### src/rtl/bist_array.sv
// Flop-based NUM x DATA_BITS array with combinational read and an optional March-style self-test.
// The self-test engine is built only when BIST_ARRAY_SELFTEST_EN is defined; otherwise its status outputs are tied to 0.
module bist_array #(
  parameter int ADDR_BITS = 5,
  parameter int DATA_BITS = 8
) (
  input  logic                 clk,
  input  logic                 rst_n,
  input  logic                 we,
  input  logic [ADDR_BITS-1:0] addr,
  input  logic [DATA_BITS-1:0] wdata,
  output logic [DATA_BITS-1:0] rdata,
  input  logic                 fault_inj,
  input  logic                 bist_start,
  output logic                 bist_busy,
  output logic                 bist_done,
  output logic                 bist_fail,
  output logic [ADDR_BITS-1:0] bist_fail_addr
);

  localparam int NUM = 2 ** ADDR_BITS;

  logic [DATA_BITS-1:0] mem_q [NUM];
  logic                 mem_we;
  logic [ADDR_BITS-1:0] mem_waddr;
  logic [DATA_BITS-1:0] mem_wdata;
  logic [DATA_BITS-1:0] func_rdata;

  // The fault hook forces bit 0 of word 0 on every read path, including the self-test compare.
  function automatic logic [DATA_BITS-1:0] read_word(input logic [DATA_BITS-1:0] w,
                                                     input logic [ADDR_BITS-1:0] a,
                                                     input logic             inj);
    read_word = w;
    if (inj && (a == '0)) read_word[0] = 1'b1;
  endfunction

  always_ff @(posedge clk) begin
    if (mem_we) mem_q[mem_waddr] <= mem_wdata;
  end

  assign func_rdata = read_word(mem_q[addr], addr, fault_inj);

`ifdef BIST_ARRAY_SELFTEST_EN
  localparam logic [ADDR_BITS-1:0] ADDR_MAX = '1;

  typedef enum logic [2:0] {S_IDLE, S_M0, S_M1, S_M2, S_M3, S_M4, S_M5} state_e;

  state_e               state_q, state_d;
  logic [ADDR_BITS-1:0] baddr_q, baddr_d;
  logic [ADDR_BITS-1:0] fail_addr_q, fail_addr_d;
  logic                 done_q, done_d;
  logic                 fail_q, fail_d;
  logic                 busy;
  logic                 chk_en, wr_en, down, last;
  logic [DATA_BITS-1:0] exp_dat, wr_dat, bist_rdata;

  always_ff @(posedge clk or negedge rst_n) begin
    if (!rst_n) begin
      state_q     <= S_IDLE;
      baddr_q     <= '0;
      fail_addr_q <= '0;
      done_q      <= 1'b0;
      fail_q      <= 1'b0;
    end else begin
      state_q     <= state_d;
      baddr_q     <= baddr_d;
      fail_addr_q <= fail_addr_d;
      done_q      <= done_d;
      fail_q      <= fail_d;
    end
  end

  assign bist_rdata = read_word(mem_q[baddr_q], baddr_q, fault_inj);

  always_comb begin
    state_d     = state_q;
    baddr_d     = baddr_q;
    fail_addr_d = fail_addr_q;
    done_d      = done_q;
    fail_d      = fail_q;
    unique case (state_q)
      S_IDLE: begin
        if (bist_start) begin
          state_d     = S_M0;
          baddr_d     = '0;
          fail_addr_d = '0;
          done_d      = 1'b0;
          fail_d      = 1'b0;
        end
      end
      default: begin
        if (chk_en && (bist_rdata != exp_dat)) begin
          fail_d = 1'b1;
          if (!fail_q) fail_addr_d = baddr_q;
        end
        if (last) begin
          // Each element reloads the address for the direction of its successor.
          case (state_q)
            S_M0:    begin state_d = S_M1; baddr_d = '0;       end
            S_M1:    begin state_d = S_M2; baddr_d = '0;       end
            S_M2:    begin state_d = S_M3; baddr_d = ADDR_MAX; end
            S_M3:    begin state_d = S_M4; baddr_d = ADDR_MAX; end
            S_M4:    begin state_d = S_M5; baddr_d = ADDR_MAX; end
            default: begin state_d = S_IDLE; baddr_d = '0; done_d = 1'b1; end
          endcase
        end else begin
          baddr_d = down ? (baddr_q - 1'b1) : (baddr_q + 1'b1);
        end
      end
    endcase
  end

  always_comb begin
    chk_en  = 1'b0;
    wr_en   = 1'b0;
    down    = 1'b0;
    exp_dat = '0;
    wr_dat  = '0;
    case (state_q)
      S_M0: wr_en = 1'b1;
      S_M1: begin chk_en = 1'b1; wr_en = 1'b1; wr_dat = '1; end
      S_M2: begin chk_en = 1'b1; wr_en = 1'b1; exp_dat = '1; end
      S_M3: begin down = 1'b1; chk_en = 1'b1; wr_en = 1'b1; wr_dat = '1; end
      S_M4: begin down = 1'b1; chk_en = 1'b1; wr_en = 1'b1; exp_dat = '1; end
      S_M5: begin down = 1'b1; chk_en = 1'b1; end
      default: ;
    endcase
    last = down ? (baddr_q == '0) : (baddr_q == ADDR_MAX);
  end

  assign busy           = (state_q != S_IDLE);
  assign mem_we         = busy ? wr_en   : we;
  assign mem_waddr      = busy ? baddr_q : addr;
  assign mem_wdata      = busy ? wr_dat  : wdata;
  assign rdata          = busy ? '0      : func_rdata;
  assign bist_busy      = busy;
  assign bist_done      = done_q;
  assign bist_fail      = fail_q;
  assign bist_fail_addr = fail_addr_q;
`else
  logic unused_bist_start;
  logic unused_rst_n;
  assign unused_bist_start = bist_start;
  assign unused_rst_n      = rst_n;

  assign mem_we         = we;
  assign mem_waddr      = addr;
  assign mem_wdata      = wdata;
  assign rdata          = func_rdata;
  assign bist_busy      = 1'b0;
  assign bist_done      = 1'b0;
  assign bist_fail      = 1'b0;
  assign bist_fail_addr = '0;
`endif

endmodule

### config.mk
export PLATFORM = sky130hd
export DESIGN_NAME = bist_array
export DESIGN_NICKNAME = d
export VERILOG_FILES = /design/src/rtl/bist_array.sv
export SDC_FILE = /design/constraint.sdc
export NUM_CORES = 1
export LEC_CHECK = 0
export CORE_ASPECT_RATIO = 0.6
export CORE_MARGIN = 3
export CORE_UTILIZATION = 65
export CTS_BUF_LIST = sky130_fd_sc_hd__clkbuf_16
export CTS_CLUSTER_DIAMETER = 150
export CTS_CLUSTER_SIZE = 40
export DETAILED_ROUTE_END_ITERATION = 6
export PLACE_DENSITY = 0.91
export SLEW_MARGIN = 20
export SYNTH_ARGS = -nofsm -noshare
export SYNTH_HDL_FRONTEND = slang
export SYNTH_SLANG_ARGS = --single-unit
### constraint.sdc
create_clock -name clk -period 3.8 [get_ports clk]
set_clock_uncertainty 0.2 [all_clocks]
set_input_delay 0.95 -clock clk [delete_from_list [all_inputs] [get_ports clk]]
set_output_delay 0.95 -clock clk [all_outputs]
set_load 0.01 [all_outputs]
==> flow_summary.yaml, run 1 <==
cts:
  cts_root_buf: "clkbuf_16"
  numCtsBuffers: 10
  cts_tree: "yes"
  cts.clk_slew.worst_paths_ns: 0.14
  cts_max_level: 1
  cts_buffer_depth: 3
  clock_sinks: 256
setup_path:
  crit_buf_inv: 3
  worst_path_max_delay_cell: "mux4_2"
  crit_family: "buffers and inverters"
  path_class: "primary input to primary output"
  end_kind: "primary output"
  slowest_delay_ns: 0.56
  cp_max_fo: 13
  cp.required_ns: 2.65
  crit_chain: "buf_6 > buf_12 > mux4_2 > a22oi_2 > nand4_1 > dlygate4sd2_1"
  crit_arrival_ns: 2.61
  start_kind: "primary input"
run_status:
  status: "complete, no violations"
finish:
  final_common_cell: "edfxtp_1"
  fillerInstances: 752
  largestRegisters: "mem_q (256)"
  drive_gt1_share_pct: 33.2
  fin_nets: 570
  largest_register_ffs: 256
  top_register: "mem_q"
  diodes: 0
  final_cell_mix: "256 x edfxtp_1, 73 x buf_4, 50 x mux4_2"
  syn2layout_area_growth_pct: 14.2
  layout.cells.non_filler: 750
synth:
  yosys.area.top_type: "edfxtp_1"
  synth_area_um2: 9990
  ys_warn_count: 0
  synth_area_leaders: "edfxtp_1 77%, mux4_2 9.9%, mux4_1 4.5%"
  synth_cells: 457
  async_reset_ff_share_pct: 0
  synth_edf_count: 256
  synth_top_area_share_pct: 77.0
  ys_seq_area_share_pct: 77.0
  yosys_most_used_dff: "edfxtp_1"
  ys_seq_elements: 256
  syn_avg_cell_area_um2: 21.9
  synthDistinctLibCells: 27
placement:
  gp_congestion: 0.870
  port_buffers: 23
  dp_cells: 727
  dp_hpwl_mm: 13.5
sta:
  fin_crit_sh_pct: 98.8
  period_needed_ns: 3.76
  tns_ns: 0
  fmax_mhz: 266
  hold_viol_final: 0
  maxSlewViolCount: 0
  setup_violations: 0
  rsz0062_at_grt: "false"
global_route:
  grtUsageTotal_pct: 26.1
  grt_use_met3_pct: 5.76
  grt_pass1_vias: 5119
  grt_pass1_wl_mm: 32.2
  met1_usage_pct: 37.5
  met2_usage_pct: 43.6
  top_usage_layer: "met2"
  grt_max_degree: 41
  grt-ovfl-total: 0
  antenna_found_initial: 0
route:
  firstDrtPassIters: 5
  ant_nets: 0
  wirelength_mm: 21.4
  vias: 5046
  drc_errors: 0
  routedWlPerCell_um: 28.6
  dr.first_iter.drc_count: 710
  routed_via_density: 6.73
floorplan:
  initial_utilization_pct: 67.6
  top_level_ports: 34
  core_area_um2: 14800
  die-area_um2: 16900
  fp.dieW_um: 166
  die_y_um: 102
  rows: 34
power_and_ir_drop:
  p_per_area_nw_per_um2: 424
  power_leakage_nw: 3.70
  vdd_drop_max_mv: 0.591
  total_power_mw: 4.84
worst_hold_path:
  hold_path.startpoint: "wdata[6]"
  holdPathStages: 2
  min_to: "mem_q[31][6]$_DFFE_PP_"
  hold_class: "primary input to flop"
job:
  maxCapViolations: 0
where the power goes:
group | switching, mW | internal, mW | leakage [nW]
Combinational | 0.200 | 0.160 | 1.25
Clock | 0.792 | 0.541 | 0.147
Sequential | 0.00817 | 3.14 | 2.31
Total | 1.00 | 3.84 | 3.70
final cells by class:
cell class              count  area (um^2)  share of cell area (%)
clock buffers              11          275                    2.41
repair buffers            109          970                    8.50
flip-flops and latches    256         7690                    67.4
multi-input cells         175         2190                    19.2
well taps                 198          248                    2.17
clock inverters             1         30.0                   0.263
worst max-delay path by stage:
stage	startpoint	endpoint	slack [ns]	cells after the start
2_1_floorplan	addr[1]	rdata[0]	0.47	5
3_5_place_dp	addr[3]	rdata[0]	-0.46	6
6_report	addr[0]	rdata[1]	0.04	6
5_1_grt	addr[0]	rdata[1]	0.001	7
3_3_place_gp	addr[3]	rdata[0]	-0.38	6
4_1_cts	addr[2]	rdata[6]	0.008	10
synthesized netlist by cell type (4+ instances only):
master	count
or3b_2	4
buf_4	13
nand3b_1	4
edfxtp_1	256
nand4_1	8
mux4_1	17
a22oi_1	30
mux4_2	44
mux2i_1	5
nor3_1	4
clkbuf_1	10
nor2_1	35
buf_6	4
metrics by stage:
stage               utilization, %  hold slack (ns)  worst slack (ns)  cell area (um^2)
floorplan                        -            0.849             0.472             10000
global placement              74.1             1.59            -0.376             10900
detailed placement            74.1             1.61            -0.456             10900
CTS                           77.2             1.09           0.00778             11400
global route                  77.3             1.08           0.00122             11400
finish                        77.3             1.08            0.0442             11400
timing repair:
item / 4_1_cts / 5_1_grt
gates cloned: 0 / 1
hold buffers: 0 / 0
resized for setup: 56 / 4
hold endpoints to repair: 0 / 0
buffers inserted: 10 / 0
setup endpoints to repair: 8 / 6
pin swaps: 9 / 3
per-layer routing:
layer,wire (um),up-vias
met1,8510,2617
li1,-,2089
met2,10300,301
met4,493,0
met3,2130,39
met5,0,-
logic make-up after synthesis:
group / share of synthesized area [%]
AO/OA/AOI/OAI: 2.56
buffers and inverters: 2.07
flip-flops: 77.0
multiplexers: 14.9
other: 0.0376
AND/OR/NAND/NOR: 3.46
Note: power is estimated with default switching activity, not from simulation.
==> inputs of run 2 (changes only) <==
CAP_MARGIN = 20   (was default)
==> results of run 2 <==
Final layout, timing and power as in run 1 (identical DEF).
==> inputs of run 3 (changes only) <==
CORE_UTILIZATION = 60   (was 65)
PLACE_DENSITY = 0.85   (was 0.91)
clock period = 4 ns   (was 3.8 ns; I/O delays follow)
==> flow_summary.yaml, run 3 (synthesized netlist as in run 1, its figures left out) <==
setup_path:
  crit_chain: "clkdlybuf4s50_1 > buf_4 > and3b_2 > a22oi_2 > nand4_1 > dlygate4sd2_1"
  path_depth: 6
  crit_family: "buffers and inverters"
  crit_arrival_ns: 2.74
  cp.required_ns: 2.80
  critPathLaunch: "addr[2]"
  path_class: "primary input to primary output"
  slowest_delay_ns: 0.46
  start_kind: "primary input"
  worst_path_max_delay_cell: "clkdlybuf4s50_1"
  end_kind: "primary output"
  crit_buf_inv: 3
  cp_max_fo: 14
  cp-endpoint: "rdata[6]"
global_route:
  grt_pass1_wl_mm: 30.2
  met1_usage_pct: 33.3
  grt_use_met3_pct: 4.35
  top_usage_layer: "met2"
  met2_usage_pct: 34.9
  grt_pass1_vias: 5056
  grtUsageTotal_pct: 22.1
  antenna_found_initial: 0
  grt_max_degree: 41
  grt-ovfl-total: 0
floorplan:
  die_y_um: 106
  core_area_um2: 15800
  fp.dieW_um: 173
  top_level_ports: 34
  rows: 35
  die-area_um2: 18300
  initial_utilization_pct: 63.2
sta:
  fin_crit_sh_pct: 98.6
  timing.hold.ws_ns: 0.815
  relSlewSlack_pct: 29.4
  maxSlewViolCount: 0
  period_needed_ns: 3.94
  setup_violations: 0
  layout_setup_ws_ns: 0.0559
  rsz0062_at_grt: "false"
  fmax_mhz: 254
  hold_viol_final: 0
  tightest_slew_ns: 1.06
route:
  dr.first_iter.drc_count: 578
  ant_nets: 0
  wirelength_mm: 19.8
  firstDrtPassIters: 6
  drc_errors: 0
  routed_via_density: 6.40
  routedWlPerCell_um: 25.3
  vias: 5009
placement:
  gp_congestion: 0.853
  place_ws_ns: -0.378
  dp_hpwl_mm: 13.1
  port_buffers: 23
finish:
  largest_register_ffs: 256
  fin_nets: 579
  syn2layout_area_growth_pct: 14.5
  diodes: 0
  drive_gt1_share_pct: 31.6
  top_register: "mem_q"
  largestRegisters: "mem_q (256)"
  final_cell_mix: "256 x edfxtp_1, 89 x buf_4, 44 x mux4_2"
  final_common_cell: "edfxtp_1"
cts:
  cts_root_buf: "clkbuf_16"
  cts_setup_buffers: 0
  clock_sinks: 256
  cts_buffer_depth: 3
  numCtsBuffers: 10
  cts_tree: "yes"
  cts_max_level: 1
  cts.clk_slew.worst_paths_ns: 0.13
power_and_ir_drop:
  power_leakage_nw: 3.74
  vdd_drop_max_mv: 0.297
  p_per_area_nw_per_um2: 400
worst_hold_path:
  hold_class: "primary input to flop"
job:
  maxCapViolations: 0
run_status:
  status: "complete, no violations"
==> run 3: changes by cell type in the layout (fill, tap and decap cells not counted), moves of 3 or more <==
| cell | change |
|---|---|
| mux4_2 | -6 |
| buf_6 | -3 |
| a22oi_2 | -9 |
| buf_4 | +16 |
| a22oi_1 | +9 |
| mux4_1 | +6 |
| buf_12 | -3 |
| buf_2 | -4 |
==> run 3: how the worst min path moves through the flow <==
| stage | from | end | slack (ns) | depth (start not counted) |
|---|---|---|---|---|
| 2_1_floorplan | wdata[0] | mem_q[0][0]$_DFFE_PP_ | 0.90 | 0 |
| 3_3_place_gp | wdata[5] | mem_q[0][5]$_DFFE_PP_ | 1.64 | 2 |
| 3_5_place_dp | wdata[5] | mem_q[0][5]$_DFFE_PP_ | 1.65 | 2 |
| 4_1_cts | wdata[5] | mem_q[6][5]$_DFFE_PP_ | 1.14 | 2 |
| 5_1_grt | wdata[1] | mem_q[23][1]$_DFFE_PP_ | 0.85 | 1 |
| 6_report | wdata[1] | mem_q[22][1]$_DFFE_PP_ | 0.82 | 1 |
==> run 3: power by group <==
| part | internal [mW] | total (mW) | switching [mW] | leakage, nW |
|---|---|---|---|---|
| Clock | 0.514 | 1.26 | 0.747 | 0.147 |
| Sequential | 2.98 | 2.99 | 0.00708 | 2.31 |
| Combinational | 0.150 | 0.325 | 0.175 | 1.29 |
==> run 3: layer usage <==
layer	vias to the layer above	routed length, um
met5	-	0
met4	0	287
met3	23	1750
met2	207	9430
met1	2667	8370
li1	2112	-
==> run 3: layout make-up <==
cell class	count	area [um^2]
Clock buffer	11	275
Clock inverter	1	30.0
Fill cell	919	4370
Multi-Input combinational cell	175	2180
Sequential cell	256	7690
Tap cell	222	278
Timing Repair Buffer	118	991
==> run 3: repair_timing <==
action                     CTS  global route
gates resized for setup     21            12
setup endpoints to repair    8             6
hold buffers                 0             0
hold endpoints to repair     0             0
pin swaps                    1             0
==> run 3: stage by stage <==
step / power [mW] / utilization (%) / TNS, ns / cells / cell area (um^2)
floorplan: 3.21 / - / 0 / 464 / 10000
global placement: 3.36 / 70.2 / -2.58 / 771 / 11100
detailed placement: 3.38 / 70.2 / -2.84 / 771 / 11100
CTS: 4.59 / 72.3 / 0 / 783 / 11400
global route: 4.70 / 72.3 / 0 / 783 / 11400
finish: 4.57 / 72.3 / 0 / 783 / 11400
